==> src/rtl/mem_port_arbiter_pkg.sv <==
// Shared types and default widths for the program/data RAM port arbiter.
package mem_port_arbiter_pkg;

  localparam int ARB_ADDR_W = 5;
  localparam int ARB_DATA_W = 16;

  typedef enum logic [1:0] {
    ARB_IDLE,
    ARB_CPU,
    ARB_DBG,
    ARB_LOCKED
  } arb_state_t;

  typedef enum logic {
    PORT_CPU,
    PORT_DBG
  } arb_port_t;

endpackage

==> src/rtl/mem_port_arbiter_if.sv <==
// Bus bundle between the CPU/loader requesters, the RAM and the arbiter.
// master: requesters plus RAM read-data source; slave: the arbiter.
interface mem_port_arbiter_if
  import mem_port_arbiter_pkg::*;
#(
  parameter int ADDR_W = ARB_ADDR_W,
  parameter int DATA_W = ARB_DATA_W
) ();

  logic              cpu_req;
  logic              cpu_we;
  logic [ADDR_W-1:0] cpu_addr;
  logic [DATA_W-1:0] cpu_wdata;
  logic              cpu_gnt;
  logic              cpu_rvalid;
  logic [DATA_W-1:0] cpu_rdata;

  logic              dbg_req;
  logic              dbg_we;
  logic [ADDR_W-1:0] dbg_addr;
  logic [DATA_W-1:0] dbg_wdata;
  logic              dbg_lock;
  logic              dbg_gnt;
  logic              dbg_rvalid;
  logic [DATA_W-1:0] dbg_rdata;
  logic              dbg_locked;

  logic [ADDR_W-1:0] ram_addr;
  logic              ram_we;
  logic [DATA_W-1:0] ram_wdata;
  logic [DATA_W-1:0] ram_rdata;

  modport master (
    output cpu_req, cpu_we, cpu_addr, cpu_wdata,
    input  cpu_gnt, cpu_rvalid, cpu_rdata,
    output dbg_req, dbg_we, dbg_addr, dbg_wdata, dbg_lock,
    input  dbg_gnt, dbg_rvalid, dbg_rdata, dbg_locked,
    input  ram_addr, ram_we, ram_wdata,
    output ram_rdata
  );

  modport slave (
    input  cpu_req, cpu_we, cpu_addr, cpu_wdata,
    output cpu_gnt, cpu_rvalid, cpu_rdata,
    input  dbg_req, dbg_we, dbg_addr, dbg_wdata, dbg_lock,
    output dbg_gnt, dbg_rvalid, dbg_rdata, dbg_locked,
    output ram_addr, ram_we, ram_wdata,
    input  ram_rdata
  );

endinterface

==> src/rtl/mem_port_arbiter_pick.sv <==
// Combinational winner select for the RAM arbiter.
// Optional macro MEM_ARB_CPU_PRIORITY_EN: CPU wins every unlocked conflict
// instead of round-robin on last_gnt.
module mem_arb_pick
  import mem_port_arbiter_pkg::*;
(
  input  logic      cpu_req,
  input  logic      dbg_req,
  input  arb_port_t last_gnt,
  input  logic      locked,
  output logic      cpu_win,
  output logic      dbg_win
);

  // While locked only the loader may win; otherwise resolve conflicts.
  always_comb begin
    cpu_win = 1'b0;
    dbg_win = 1'b0;
    if (locked) begin
      dbg_win = dbg_req;
    end else begin
`ifdef MEM_ARB_CPU_PRIORITY_EN
      cpu_win = cpu_req;
      dbg_win = dbg_req & ~cpu_req;
`else
      if (cpu_req && dbg_req) begin
        cpu_win = (last_gnt == PORT_DBG);
        dbg_win = (last_gnt == PORT_CPU);
      end else begin
        cpu_win = cpu_req;
        dbg_win = dbg_req;
      end
`endif
    end
  end

endmodule

==> src/rtl/mem_port_arbiter.sv <==
// Single-port RAM arbiter between the CPU and the debug/program loader.
// Grants are same-cycle; read data returns one cycle later to the owner.
// Optional macro MEM_ARB_CPU_PRIORITY_EN (see mem_arb_pick).
module mem_port_arbiter
  import mem_port_arbiter_pkg::*;
#(
  parameter int ADDR_W = ARB_ADDR_W,
  parameter int DATA_W = ARB_DATA_W
) (
  input logic               clk,
  input logic               rst_n,
  mem_port_arbiter_if.slave bus
);

  arb_state_t        state;
  arb_port_t         last_gnt;
  logic              locked;
  logic              cpu_win;
  logic              dbg_win;
  logic              cpu_gnt;
  logic              dbg_gnt;
  logic              rvld_cpu_p1;
  logic              rvld_dbg_p1;
  logic              cpu_rvalid;
  logic              dbg_rvalid;
  logic [DATA_W-1:0] cpu_rdata_hold;
  logic [DATA_W-1:0] dbg_rdata_hold;
  logic [ADDR_W-1:0] addr_mux;
  logic [DATA_W-1:0] wdata_mux;
  logic              we_mux;

  assign locked = (state == ARB_LOCKED);

  mem_arb_pick u_pick (
    .cpu_req  (bus.cpu_req),
    .dbg_req  (bus.dbg_req),
    .last_gnt (last_gnt),
    .locked   (locked),
    .cpu_win  (cpu_win),
    .dbg_win  (dbg_win)
  );

  // Reset masks grants and returning data in the same cycle it is asserted.
  assign cpu_gnt    = cpu_win & rst_n;
  assign dbg_gnt    = dbg_win & rst_n;
  assign cpu_rvalid = rvld_cpu_p1 & rst_n;
  assign dbg_rvalid = rvld_dbg_p1 & rst_n;

  // Steer the granted port onto the RAM; idle bus is all zero.
  always_comb begin
    addr_mux  = '0;
    wdata_mux = '0;
    we_mux    = 1'b0;
    if (cpu_gnt) begin
      addr_mux  = bus.cpu_addr;
      wdata_mux = bus.cpu_wdata;
      we_mux    = bus.cpu_we;
    end else if (dbg_gnt) begin
      addr_mux  = bus.dbg_addr;
      wdata_mux = bus.dbg_wdata;
      we_mux    = bus.dbg_we;
    end
  end

  // Arbiter FSM, round-robin history and read-owner pipeline.
  always_ff @(posedge clk) begin
    if (!rst_n) begin
      state       <= ARB_IDLE;
      last_gnt    <= PORT_DBG;
      rvld_cpu_p1 <= 1'b0;
      rvld_dbg_p1 <= 1'b0;
    end else begin
      // p0 -> p1: a granted read marks its owner for the RAM return cycle
      rvld_cpu_p1 <= cpu_gnt & ~bus.cpu_we;
      rvld_dbg_p1 <= dbg_gnt & ~bus.dbg_we;
      if (cpu_gnt) begin
        last_gnt <= PORT_CPU;
      end else if (dbg_gnt) begin
        last_gnt <= PORT_DBG;
      end
      if (locked) begin
        state <= bus.dbg_lock ? ARB_LOCKED : ARB_IDLE;
      end else if (dbg_gnt) begin
        state <= bus.dbg_lock ? ARB_LOCKED : ARB_DBG;
      end else if (cpu_gnt) begin
        state <= ARB_CPU;
      end else begin
        state <= ARB_IDLE;
      end
    end
  end

  // Capture returned words so each port's rdata holds between its reads.
  always_ff @(posedge clk) begin
    if (cpu_rvalid) begin
      cpu_rdata_hold <= bus.ram_rdata;
    end
    if (dbg_rvalid) begin
      dbg_rdata_hold <= bus.ram_rdata;
    end
  end

  assign bus.cpu_gnt    = cpu_gnt;
  assign bus.dbg_gnt    = dbg_gnt;
  assign bus.cpu_rvalid = cpu_rvalid;
  assign bus.dbg_rvalid = dbg_rvalid;
  assign bus.cpu_rdata  = cpu_rvalid ? bus.ram_rdata : cpu_rdata_hold;
  assign bus.dbg_rdata  = dbg_rvalid ? bus.ram_rdata : dbg_rdata_hold;
  assign bus.dbg_locked = locked;
  assign bus.ram_addr   = addr_mux;
  assign bus.ram_wdata  = wdata_mux;
  assign bus.ram_we     = we_mux;

endmodule

==> src/flat_wrapper.sv <==
// flat-port wrapper written by rule: the top's interface ports become plain ports
module mem_port_arbiter_flat import mem_port_arbiter_pkg::*;
#(
  parameter int ADDR_W = ARB_ADDR_W,
  parameter int DATA_W = ARB_DATA_W
)
  (clk, rst_n, bus_cpu_req, bus_cpu_we, bus_cpu_addr, bus_cpu_wdata, bus_cpu_gnt, bus_cpu_rvalid, bus_cpu_rdata, bus_dbg_req, bus_dbg_we, bus_dbg_addr, bus_dbg_wdata, bus_dbg_lock, bus_dbg_gnt, bus_dbg_rvalid, bus_dbg_rdata, bus_dbg_locked, bus_ram_addr, bus_ram_we, bus_ram_wdata, bus_ram_rdata);
  mem_port_arbiter_if #(.ADDR_W(ADDR_W), .DATA_W(DATA_W)) bus_i ();
  input logic clk;
  input logic rst_n;
  input wire logic [$bits(bus_i.cpu_req)-1:0] bus_cpu_req;
  input wire logic [$bits(bus_i.cpu_we)-1:0] bus_cpu_we;
  input wire logic [$bits(bus_i.cpu_addr)-1:0] bus_cpu_addr;
  input wire logic [$bits(bus_i.cpu_wdata)-1:0] bus_cpu_wdata;
  output wire logic [$bits(bus_i.cpu_gnt)-1:0] bus_cpu_gnt;
  output wire logic [$bits(bus_i.cpu_rvalid)-1:0] bus_cpu_rvalid;
  output wire logic [$bits(bus_i.cpu_rdata)-1:0] bus_cpu_rdata;
  input wire logic [$bits(bus_i.dbg_req)-1:0] bus_dbg_req;
  input wire logic [$bits(bus_i.dbg_we)-1:0] bus_dbg_we;
  input wire logic [$bits(bus_i.dbg_addr)-1:0] bus_dbg_addr;
  input wire logic [$bits(bus_i.dbg_wdata)-1:0] bus_dbg_wdata;
  input wire logic [$bits(bus_i.dbg_lock)-1:0] bus_dbg_lock;
  output wire logic [$bits(bus_i.dbg_gnt)-1:0] bus_dbg_gnt;
  output wire logic [$bits(bus_i.dbg_rvalid)-1:0] bus_dbg_rvalid;
  output wire logic [$bits(bus_i.dbg_rdata)-1:0] bus_dbg_rdata;
  output wire logic [$bits(bus_i.dbg_locked)-1:0] bus_dbg_locked;
  output wire logic [$bits(bus_i.ram_addr)-1:0] bus_ram_addr;
  output wire logic [$bits(bus_i.ram_we)-1:0] bus_ram_we;
  output wire logic [$bits(bus_i.ram_wdata)-1:0] bus_ram_wdata;
  input wire logic [$bits(bus_i.ram_rdata)-1:0] bus_ram_rdata;
  assign bus_i.cpu_req = bus_cpu_req;
  assign bus_i.cpu_we = bus_cpu_we;
  assign bus_i.cpu_addr = bus_cpu_addr;
  assign bus_i.cpu_wdata = bus_cpu_wdata;
  assign bus_cpu_gnt = bus_i.cpu_gnt;
  assign bus_cpu_rvalid = bus_i.cpu_rvalid;
  assign bus_cpu_rdata = bus_i.cpu_rdata;
  assign bus_i.dbg_req = bus_dbg_req;
  assign bus_i.dbg_we = bus_dbg_we;
  assign bus_i.dbg_addr = bus_dbg_addr;
  assign bus_i.dbg_wdata = bus_dbg_wdata;
  assign bus_i.dbg_lock = bus_dbg_lock;
  assign bus_dbg_gnt = bus_i.dbg_gnt;
  assign bus_dbg_rvalid = bus_i.dbg_rvalid;
  assign bus_dbg_rdata = bus_i.dbg_rdata;
  assign bus_dbg_locked = bus_i.dbg_locked;
  assign bus_ram_addr = bus_i.ram_addr;
  assign bus_ram_we = bus_i.ram_we;
  assign bus_ram_wdata = bus_i.ram_wdata;
  assign bus_i.ram_rdata = bus_ram_rdata;
  mem_port_arbiter #(.ADDR_W(ADDR_W), .DATA_W(DATA_W)) u_core (.clk(clk), .rst_n(rst_n), .bus(bus_i));
endmodule
==> config.mk <==
export PLATFORM = sky130hd
export DESIGN_NAME = mem_port_arbiter_flat
export DESIGN_NICKNAME = d
export VERILOG_FILES = /design/src/rtl/mem_port_arbiter_pkg.sv /design/src/rtl/mem_port_arbiter_if.sv /design/src/rtl/mem_port_arbiter_pick.sv /design/src/rtl/mem_port_arbiter.sv /design/src/flat_wrapper.sv
export SDC_FILE = /design/constraint.sdc
export NUM_CORES = 1
export LEC_CHECK = 0
export BUFFER_PORTS_ARGS = -buffer_cell sky130_fd_sc_hd__buf_2
export CAP_MARGIN = 20
export CORE_MARGIN = 2
export CORE_UTILIZATION = 37
export DETAILED_ROUTE_END_ITERATION = 12
export PLACE_DENSITY = 0.84
export SYNTH_ARGS = -nofsm -noshare
export SYNTH_HDL_FRONTEND = slang
export SYNTH_HIERARCHICAL = 1
export SYNTH_SLANG_ARGS = --single-unit
==> constraint.sdc <==
create_clock -name clk -period 1.3 [get_ports clk]
set_input_delay 0.065 -clock clk [delete_from_list [all_inputs] [get_ports clk]]
set_output_delay 0.065 -clock clk [all_outputs]
set_load 0.05 [all_outputs]
Yosys cells after proc, flatten, opt, wreduce, memory -nomap -nowiden
Cells that the tools add are included.

Register bits: 37. Output and inout port bits: 59.

Equality and inequality tests: 1. Multiplexer cells: 19. Bitwise operators: 9. Reduce and logical (&&, ||, !) cells: 2.

Operators with widths (count): 2-to-1 mux 16 bit (4); 2-to-1 mux 1 bit (10); 2-to-1 mux 5 bit (2); AND 1 bit (6); 2-to-1 mux 2 bit (3); NOT 1 bit (3); equality test 2 bit, second input constant (1); nonzero test 2 bit (1); logical AND 1 bit (1).

Longest topological paths before layout
Gate-level depths: netlist of run 1.

Depth in word-level cells: 7. Mapped depth: 7.

Hierarchy
The synthesis of run 1 kept the hierarchy.

By module, submodules not included: mem_port_arbiter (instances 1, cells each 166, area each 1805.5 um2, sequential area each 740.7 um2); mem_arb_pick (instances 1, cells each 4, area each 36.3 um2, sequential area each 0.0 um2).

Worst setup path after synthesis of run 1
No wires, ideal clock.

Path type: register -> output. Start: register u_core.state[0]. End: output port bus_ram_wdata[10]. Data arrival time: 2.627 ns. Path slack: -1.392 ns. Stages on the path, launching flop included: 8. Cells stage by stage: dfxtp_1 -> and2_1 -> nor2b_4 -> a21boi_2 -> buf_2 -> clkbuf_2 -> nand3b_1 -> a21boi_0.

Elaborated cells between the ends (all ways): 7.

RTL lines: from (decl) (line mem_port_arbiter.sv:15) `arb_state_t state;`; from (signal assigned) (line mem_port_arbiter.sv:82) `state <= bus.dbg_lock ? ARB_LOCKED : ARB_IDLE;`; from (signal assigned) (line mem_port_arbiter.sv:84) `state <= bus.dbg_lock ? ARB_LOCKED : ARB_DBG;`; equality test 2 bit (line mem_port_arbiter.sv:32) `assign locked = (state == ARB_LOCKED);`; named net bus_dbg_locked (line flat_wrapper.sv:26) `output wire logic [$bits(bus_i.dbg_locked)-1:0] bus_dbg_locked;`; 2-to-1 mux 1 bit (line mem_port_arbiter_pick.sv:19) `if (locked) begin`; named net u_core.cpu_win (line mem_port_arbiter.sv:18) `logic cpu_win;`; AND 1 bit (line mem_port_arbiter.sv:44) `assign cpu_gnt = cpu_win & rst_n;`; 2-to-1 mux 16 bit (line mem_port_arbiter.sv:54) `if (cpu_gnt) begin`; to (decl) (line flat_wrapper.sv:29) `output wire logic [$bits(bus_i.ram_wdata)-1:0] bus_ram_wdata;`.

The timed path passes the listed nets, and every way through them passes these cells.

Worst setup path in the final report of run 1
Start: register u_core.state[1]. End: output port bus_ram_wdata[4].

Elaborated cells between the ends (all ways): 7.

RTL lines (line): equality test 2 bit (mem_port_arbiter.sv:32); 2-to-1 mux 1 bit (mem_port_arbiter_pick.sv:19); named net u_core.cpu_win (mem_port_arbiter.sv:18); AND 1 bit (mem_port_arbiter.sv:44); 2-to-1 mux 16 bit (mem_port_arbiter.sv:54).

The timed path passes the listed nets, and every way through them passes these cells.

==> flow_summary.ini, run 1 <==
[floorplanning]
floorplan.core_area_sq_um = 4750
initial_cell_density_of_the_core_pct = 38.7
design.portCount = 124
fp.dieH_um = 74.6
std_cell_rows = 25
fp.dieArea_sq_um = 5560
floorplan.die.width_um = 74.6

[pwr]
clock_power_share_pct = 14.7
netSwitchingPower_mw = 2.17
portion_of_total_power_attributed_to_combinational_logic_pct = 56.3
total_leakage_power_nw = 1.72
power_report.internal_total_mw = 3.03
report.power.total_mw = 5.20
cellPowerDensity_nw_per_um2 = 1470
peakVddDrop_uv = 1400
p_seq_share_pct = 29.0
switching_share_pct = 41.8

[finish]
area_growth_pct = 91.5
n_fill_cell = 325
finish.net_count = 376
fraction_of_final_layout_cells_with_drive_strength_greater_than_1_pct = 70.8
most-common-layout-cells = sky130_fd_sc_hd__buf_2, sky130_fd_sc_hd__buf_6, sky130_fd_sc_hd__dfxtp_1, sky130_fd_sc_hd__mux2_4
instances_no_fill = 379
insertedDiodeCount = 0
mostFrequentLayoutCell = sky130_fd_sc_hd__buf_2
fin_util_pct = 74.2

[global_routing]
grt_pass1_wl_mm = 8.64
grt_max_degree = 27
global_route.usage.met1_pct = 23.6
global_route.usage.total_pct = 20.6
grt_antenna_before_repair = 0
grt_overflow_total = 0
grt_busiest_layer = met2
groute.layer.met2.usage_pct = 37.8
grt_pass1_vias = 1768
grtUsageMet3_pct = 6.10

[drt]
wire_per_inst_um = 15.9
via_count = 1793
antenna_left = 0
drt_drc_violations_left = 0
drtIter0Drc = 50
routed_via_density = 4.73
drt-total-wl_mm = 6.02
drt-pass1-iter-count = 4

[critical_path]
critical_path.startpoint_type = flip-flop
critical_path.endpoint_type = primary output
arrival_ns = 1.75
rr_worst_depth = 7
critPathKind = flip-flop to primary output
timing.rr.end = u_core/state[0]$_SDFF_PN0_
regToRegStartpoint = u_core/state[1]$_SDFF_PN0_
critical_path.endpoint = bus_ram_wdata[4]
worstPathRequired_ns = 1.24
critical_path.startpoint = u_core/state[1]$_SDFF_PN0_
ff2ff_setup_slack_ns = -0.13
worstPathMaxFanout = 19

[clock_network]
tritoncts_num_sinks = 37
cts_buffer_depth = 2
clock_insertion_delay_worst_skew_ns = 0.28
ctsRootBufferMaster = sky130_fd_sc_hd__clkbuf_8
worst_setup_hold_path_clk_slew_ns = 0.07
cts.htree.levels = 2
cts_tree = yes
clock_buffer_count_from_cts = 5

[synthesis]
postSynth.asyncResetShare_pct = 0
synthCells = 170
yosys_warnings = 6
postSynthRegisterBits = 37
synth_enable_flop_cells = 0
synth.distinct_cells = 24
post_synth.cell_area_avg_sq_um = 10.8
ys.flop_type = sky130_fd_sc_hd__dfxtp_1
synthesis.area_sq_um = 1840
mappedNetlistNets = 235
part_of_the_yosys_area_used_for_sequential_elements_pct = 40.2

[sta]
final_min_period_over_clock_period_pct = 140
unrepaired_setup_endpoints_after_global_routing = true
timing_worst_slew_pin_value_ns = 0.601
hold_viol = 0
clock.fmax_mhz = 551
layout_setup_ws_ns = -0.514
setup_viol_count_final = 58
final_max_slew_viol_count = 0
finalCriticalPeriod_ns = 1.81
relSlewSlack_pct = 59.9
timing.hold.ws_ns = 0.0361
clock_skew_ns = 0.00307

[run_status]
result_of_the_run = complete, but fails checks
violations = negative setup slack

[placed_design]
place.detailed.hpwl_mm = 3.54
dp.cells = 355
detailedPlace.worstSlack_ns = -0.323
globalplace.congestion = 0.736
io_buf_count = 123

[hold_path]
hold_path_startpoint = bus_dbg_lock
worst_hold_path.num_cells = 3
worst_min_path_class = input pin to flip-flop

[run]
cap_viol_max_count = 0
[how the worst min path moves through the flow]
stage / slack, ns / to
floorplan: 0.14 / u_core/rvld_dbg_p1$_SDFF_PN0_
global placement: 0.25 / u_core/rvld_cpu_p1$_SDFF_PN0_
detailed placement: 0.25 / u_core/rvld_cpu_p1$_SDFF_PN0_
CTS: 0.02 / u_core/state[0]$_SDFF_PN0_
global route: 0.03 / u_core/dbg_rdata_hold[8]$_DFF_P_
finish: 0.04 / u_core/state[0]$_SDFF_PN0_
[per-stage QoR]
| stage | instance area, sq um | TNS, ns |
|---|---|---|
| after floorplan | 2120 | -7.68 |
| after global placement | 2780 | -5.92 |
| after detailed placement | 2780 | -6.90 |
| after CTS | 3420 | -14.60 |
| after global routing | 3530 | -18.38 |
| final | 3530 | -14.80 |
[synth_stat cells, types with 2 or more instances]
cell type                  number  area (sq um)
sky130_fd_sc_hd__nand2_1       24          90.1
sky130_fd_sc_hd__a21boi_0      23           173
sky130_fd_sc_hd__dfxtp_1       37           741
sky130_fd_sc_hd__nand3b_1      22           165
sky130_fd_sc_hd__and2_1         2          12.5
sky130_fd_sc_hd__buf_2          6          30.0
sky130_fd_sc_hd__inv_1          4          15.0
sky130_fd_sc_hd__nor2_1         2          7.51
sky130_fd_sc_hd__clkbuf_1       3          11.3
sky130_fd_sc_hd__nand2_8        2          40.0
sky130_fd_sc_hd__buf_12         2          40.0
sky130_fd_sc_hd__mux2_2        14           158
sky130_fd_sc_hd__mux2_4        18           270
[metal layers]
layer  wire length, um  up-vias
met3               335        4
met5                 0        -
li1                  -      874
met4                28        0
met1              2490      849
met2              3160       66
[flip-flops by register name, indices dropped and copies added (netlist names)]
signal / count
u_core/rvld_cpu_p1: 1
u_core/last_gnt: 1
u_core/state: 2
u_core/rvld_dbg_p1: 1
u_core/cpu_rdata_hold: 16
u_core/dbg_rdata_hold: 16
[worst max-delay path: stages, from the launching register on]
cell	delay (ns)
sky130_fd_sc_hd__dfxtp_2	0.32
sky130_fd_sc_hd__and2_4	0.16
sky130_fd_sc_hd__nor2b_4	0.11
sky130_fd_sc_hd__a21boi_4	0.24
sky130_fd_sc_hd__buf_6	0.19
sky130_fd_sc_hd__nand2_1	0.11
sky130_fd_sc_hd__a21boi_4	0.17
sky130_fd_sc_hd__buf_6	0.17
[power by group through the flow]
stage	Combinational, mW	Clock, mW	Sequential (mW)
2_1_floorplan	1.81	0	1.48
3_3_place_gp	2.19	0	1.49
3_5_place_dp	2.22	0	1.51
4_1_cts	2.84	0.774	1.49
5_1_grt	3.03	0.837	1.54
6_report	2.93	0.762	1.51
[logic make-up after synthesis]
kind of cell           after synthesis  share of synthesized area [%]
AOI/OAI and AO/OA                   28                           11.3
buffers and inverters               17                           6.11
DFF                                 37                           40.2
muxes                               33                           23.8
and+or+nand+nor                     55                           18.5
[final cells by class]
class | count | area [sq um] | area share, %
clock inverters | 2 | 10.0 | 0.284
inverters | 4 | 23.8 | 0.674
clock buffers | 6 | 72.6 | 2.06
repair buffers | 143 | 1200 | 34.0
well taps | 67 | 83.8 | 2.38
multi-input cells | 120 | 1390 | 39.3
flip-flops and latches | 37 | 751 | 21.3
[what timing repair did]
| action | CTS | global route |
|---|---|---|
| endpoints found under the hold margin | 2 | 0 |
| resized for setup | 143 | 16 |
| buffers inserted | 6 | 3 |
| pin swaps | 0 | 1 |
| setup endpoints to repair | 58 | 61 |
| hold buffers | 2 | 0 |
| cloned | 3 | 2 |
Note: power is estimated with default switching activity, not from simulation.
==> inputs of run 2 (changes only) <==
clock period = 1.6 ns   (was 1.3 ns; I/O delays follow)
==> run 2 against run 1 <==
The flow still finishes with violations (negative setup slack). Non-clock buffer count decreased by 5. Core utilization decreased by 8.1 points. First-iteration DRC count down 20%. Combinational power is 35% lower. Cell count is 2.4% lower. Clock power is 20% lower. Via count decreased by 4.3%. Worst setup slack improved by 0.24 ns. Sequential power down 20%. Die area stayed put. Critical path type unchanged. Critical endpoint is now bus_ram_we. Largest cell class unchanged. Largest power group unchanged.
==> flow_summary.ini, run 2 (synthesis results as in run 1) <==
[run_status]
result_of_the_run = complete, but fails checks
violations = negative setup slack

[sta]
hold_viol = 0
timing.hold.ws_ns = 0.0533
timing_worst_slew_pin_value_ns = 0.341
clock_skew_ns = 0.00770
final_max_slew_viol_count = 0
unrepaired_setup_endpoints_after_global_routing = true
clock.fmax_mhz = 532
finalCriticalPeriod_ns = 1.88
final_min_period_over_clock_period_pct = 117
setup_viol_count_final = 24
relSlewSlack_pct = 77.3
layout_setup_ws_ns = -0.278

[critical_path]
worstPathRequired_ns = 1.52
arrival_ns = 1.80
critical_path.startpoint_type = flip-flop
critPathKind = flip-flop to primary output
critical_path.endpoint_type = primary output
worstPathMaxFanout = 5

[drt]
via_count = 1716
drt_drc_violations_left = 0
wire_per_inst_um = 13.5
antenna_left = 0
drt-total-wl_mm = 5.00
routed_via_density = 4.64
drtIter0Drc = 40
drt-pass1-iter-count = 4

[clock_network]
cts_buffer_depth = 2
clock_insertion_delay_worst_skew_ns = 0.28
cts.htree.levels = 2
cts_tree = yes
ctsRootBufferMaster = sky130_fd_sc_hd__clkbuf_8
tritoncts_num_sinks = 37
worst_setup_hold_path_clk_slew_ns = 0.07
clock_buffer_count_from_cts = 5

[global_routing]
grt_antenna_before_repair = 0
grt_overflow_total = 0
grt_pass1_vias = 1705
grt_pass1_wl_mm = 7.59
grt_max_degree = 38
global_route.usage.total_pct = 17.8

[finish]
reg.largest.list = u_core/cpu_rdata_hold (16), u_core/dbg_rdata_hold (16), u_core/state (2)
instances_no_fill = 370
insertedDiodeCount = 0
finish.net_count = 367
n_fill_cell = 369
area_growth_pct = 70.7
fraction_of_final_layout_cells_with_drive_strength_greater_than_1_pct = 70.0
mostFrequentLayoutCell = sky130_fd_sc_hd__buf_2
most-common-layout-cells = sky130_fd_sc_hd__buf_2, sky130_fd_sc_hd__dfxtp_1, sky130_fd_sc_hd__buf_6, sky130_fd_sc_hd__a21boi_4, sky130_fd_sc_hd__nand3b_1

[floorplanning]
fp.dieArea_sq_um = 5560
fp.dieH_um = 74.6
floorplan.core_area_sq_um = 4750
floorplan.die.width_um = 74.6
design.portCount = 124
std_cell_rows = 25
initial_cell_density_of_the_core_pct = 38.7

[pwr]
p_seq_share_pct = 32.5
switching_share_pct = 43.8
netSwitchingPower_mw = 1.63
portion_of_total_power_attributed_to_combinational_logic_pct = 51.2
peakVddDrop_uv = 1010
total_leakage_power_nw = 1.58
cellPowerDensity_nw_per_um2 = 1180
clock_power_share_pct = 16.3
power_report.internal_total_mw = 2.09

[placed_design]
detailedPlace.worstSlack_ns = -0.0484
globalplace.congestion = 0.790
dp.cells = 352
io_buf_count = 123
place.detailed.hpwl_mm = 3.39

[run]
cap_viol_max_count = 0

[hold_path]
worst_min_path_class = input pin to flip-flop
run 2: cell type report:
class / instances / area, sq um / share of cell area (%)
flip-flops and latches: 37 / 743 / 23.6
clock inverters: 2 / 10.0 / 0.318
multi-input cells: 116 / 1280 / 40.7
clock buffers: 6 / 72.6 / 2.31
inverters: 4 / 15.0 / 0.478
well taps: 67 / 83.8 / 2.67
repair buffers: 138 / 938 / 29.9
run 2: repair_timing:
action	CTS	global route
buffers inserted	5	3
setup endpoints to repair	24	25
cloned	1	0
hold buffers	2	0
hold endpoints to repair	2	0
resized for setup	59	9
pin swaps	1	1
run 2: final timing paths:
| path | startpoint | cells after the start | endpoint | slack (ns) |
|---|---|---|---|---|
| worst max-delay path | u_core/state[0]$_SDFF_PN0_ | 8 | bus_ram_we | -0.28 |
| worst min-delay path | bus_ram_rdata[12] | 2 | u_core/dbg_rdata_hold[12]$_DFF_P_ | 0.05 |
| worst max register to register | u_core/state[1]$_SDFF_PN0_ | 9 | u_core/state[0]$_SDFF_PN0_ | 0.08 |
| worst min register to register | u_core/dbg_rdata_hold[14]$_DFF_P_ | 1 | u_core/dbg_rdata_hold[14]$_DFF_P_ | 0.47 |
run 2: stage by stage:
stage                     util (%)  setup TNS, ns  instance area [sq um]  total power [mW]
final                         66.1          -4.80                   3140              3.71
after global routing          66.1          -6.67                   3140              3.88
after CTS                     65.1          -4.80                   3100              3.73
after detailed placement      58.1         -0.396                   2760              3.02
after global placement        58.1       -0.00963                   2760              2.99
after floorplan                  -          -1.19                   2110              2.67
run 2: power by group through the flow:
| stage | combinational (mW) | sequential (mW) | clock [mW] |
|---|---|---|---|
| detailed placement | 1.80 | 1.23 | 0 |
| floorplan | 1.46 | 1.21 | 0 |
| CTS | 1.89 | 1.21 | 0.631 |
| finish | 1.90 | 1.21 | 0.607 |
| global route | 1.99 | 1.23 | 0.667 |
| global placement | 1.77 | 1.21 | 0 |
run 2: routing by layer:
layer  wire [um]  vias up  GRT usage, %  share of wire [%]
li1            -      845             -                  -
met1        1910      790          20.0                 38
met2        2660       71          31.4                 53
met3         327       10          5.42                6.5
met4          97        0          7.34                1.9
met5           0        -             0                  0
run 2: critical path: stages, from the launching register on:
cell and delay, ns:
sky130_fd_sc_hd__dfxtp_2 0.34, sky130_fd_sc_hd__and2_4 0.15, sky130_fd_sc_hd__nor2b_4 0.04, sky130_fd_sc_hd__a21boi_4 0.14, sky130_fd_sc_hd__buf_6 0.13, sky130_fd_sc_hd__buf_8 0.13
sky130_fd_sc_hd__nand3b_1 0.23, sky130_fd_sc_hd__a21boi_4 0.19, sky130_fd_sc_hd__buf_6 0.17
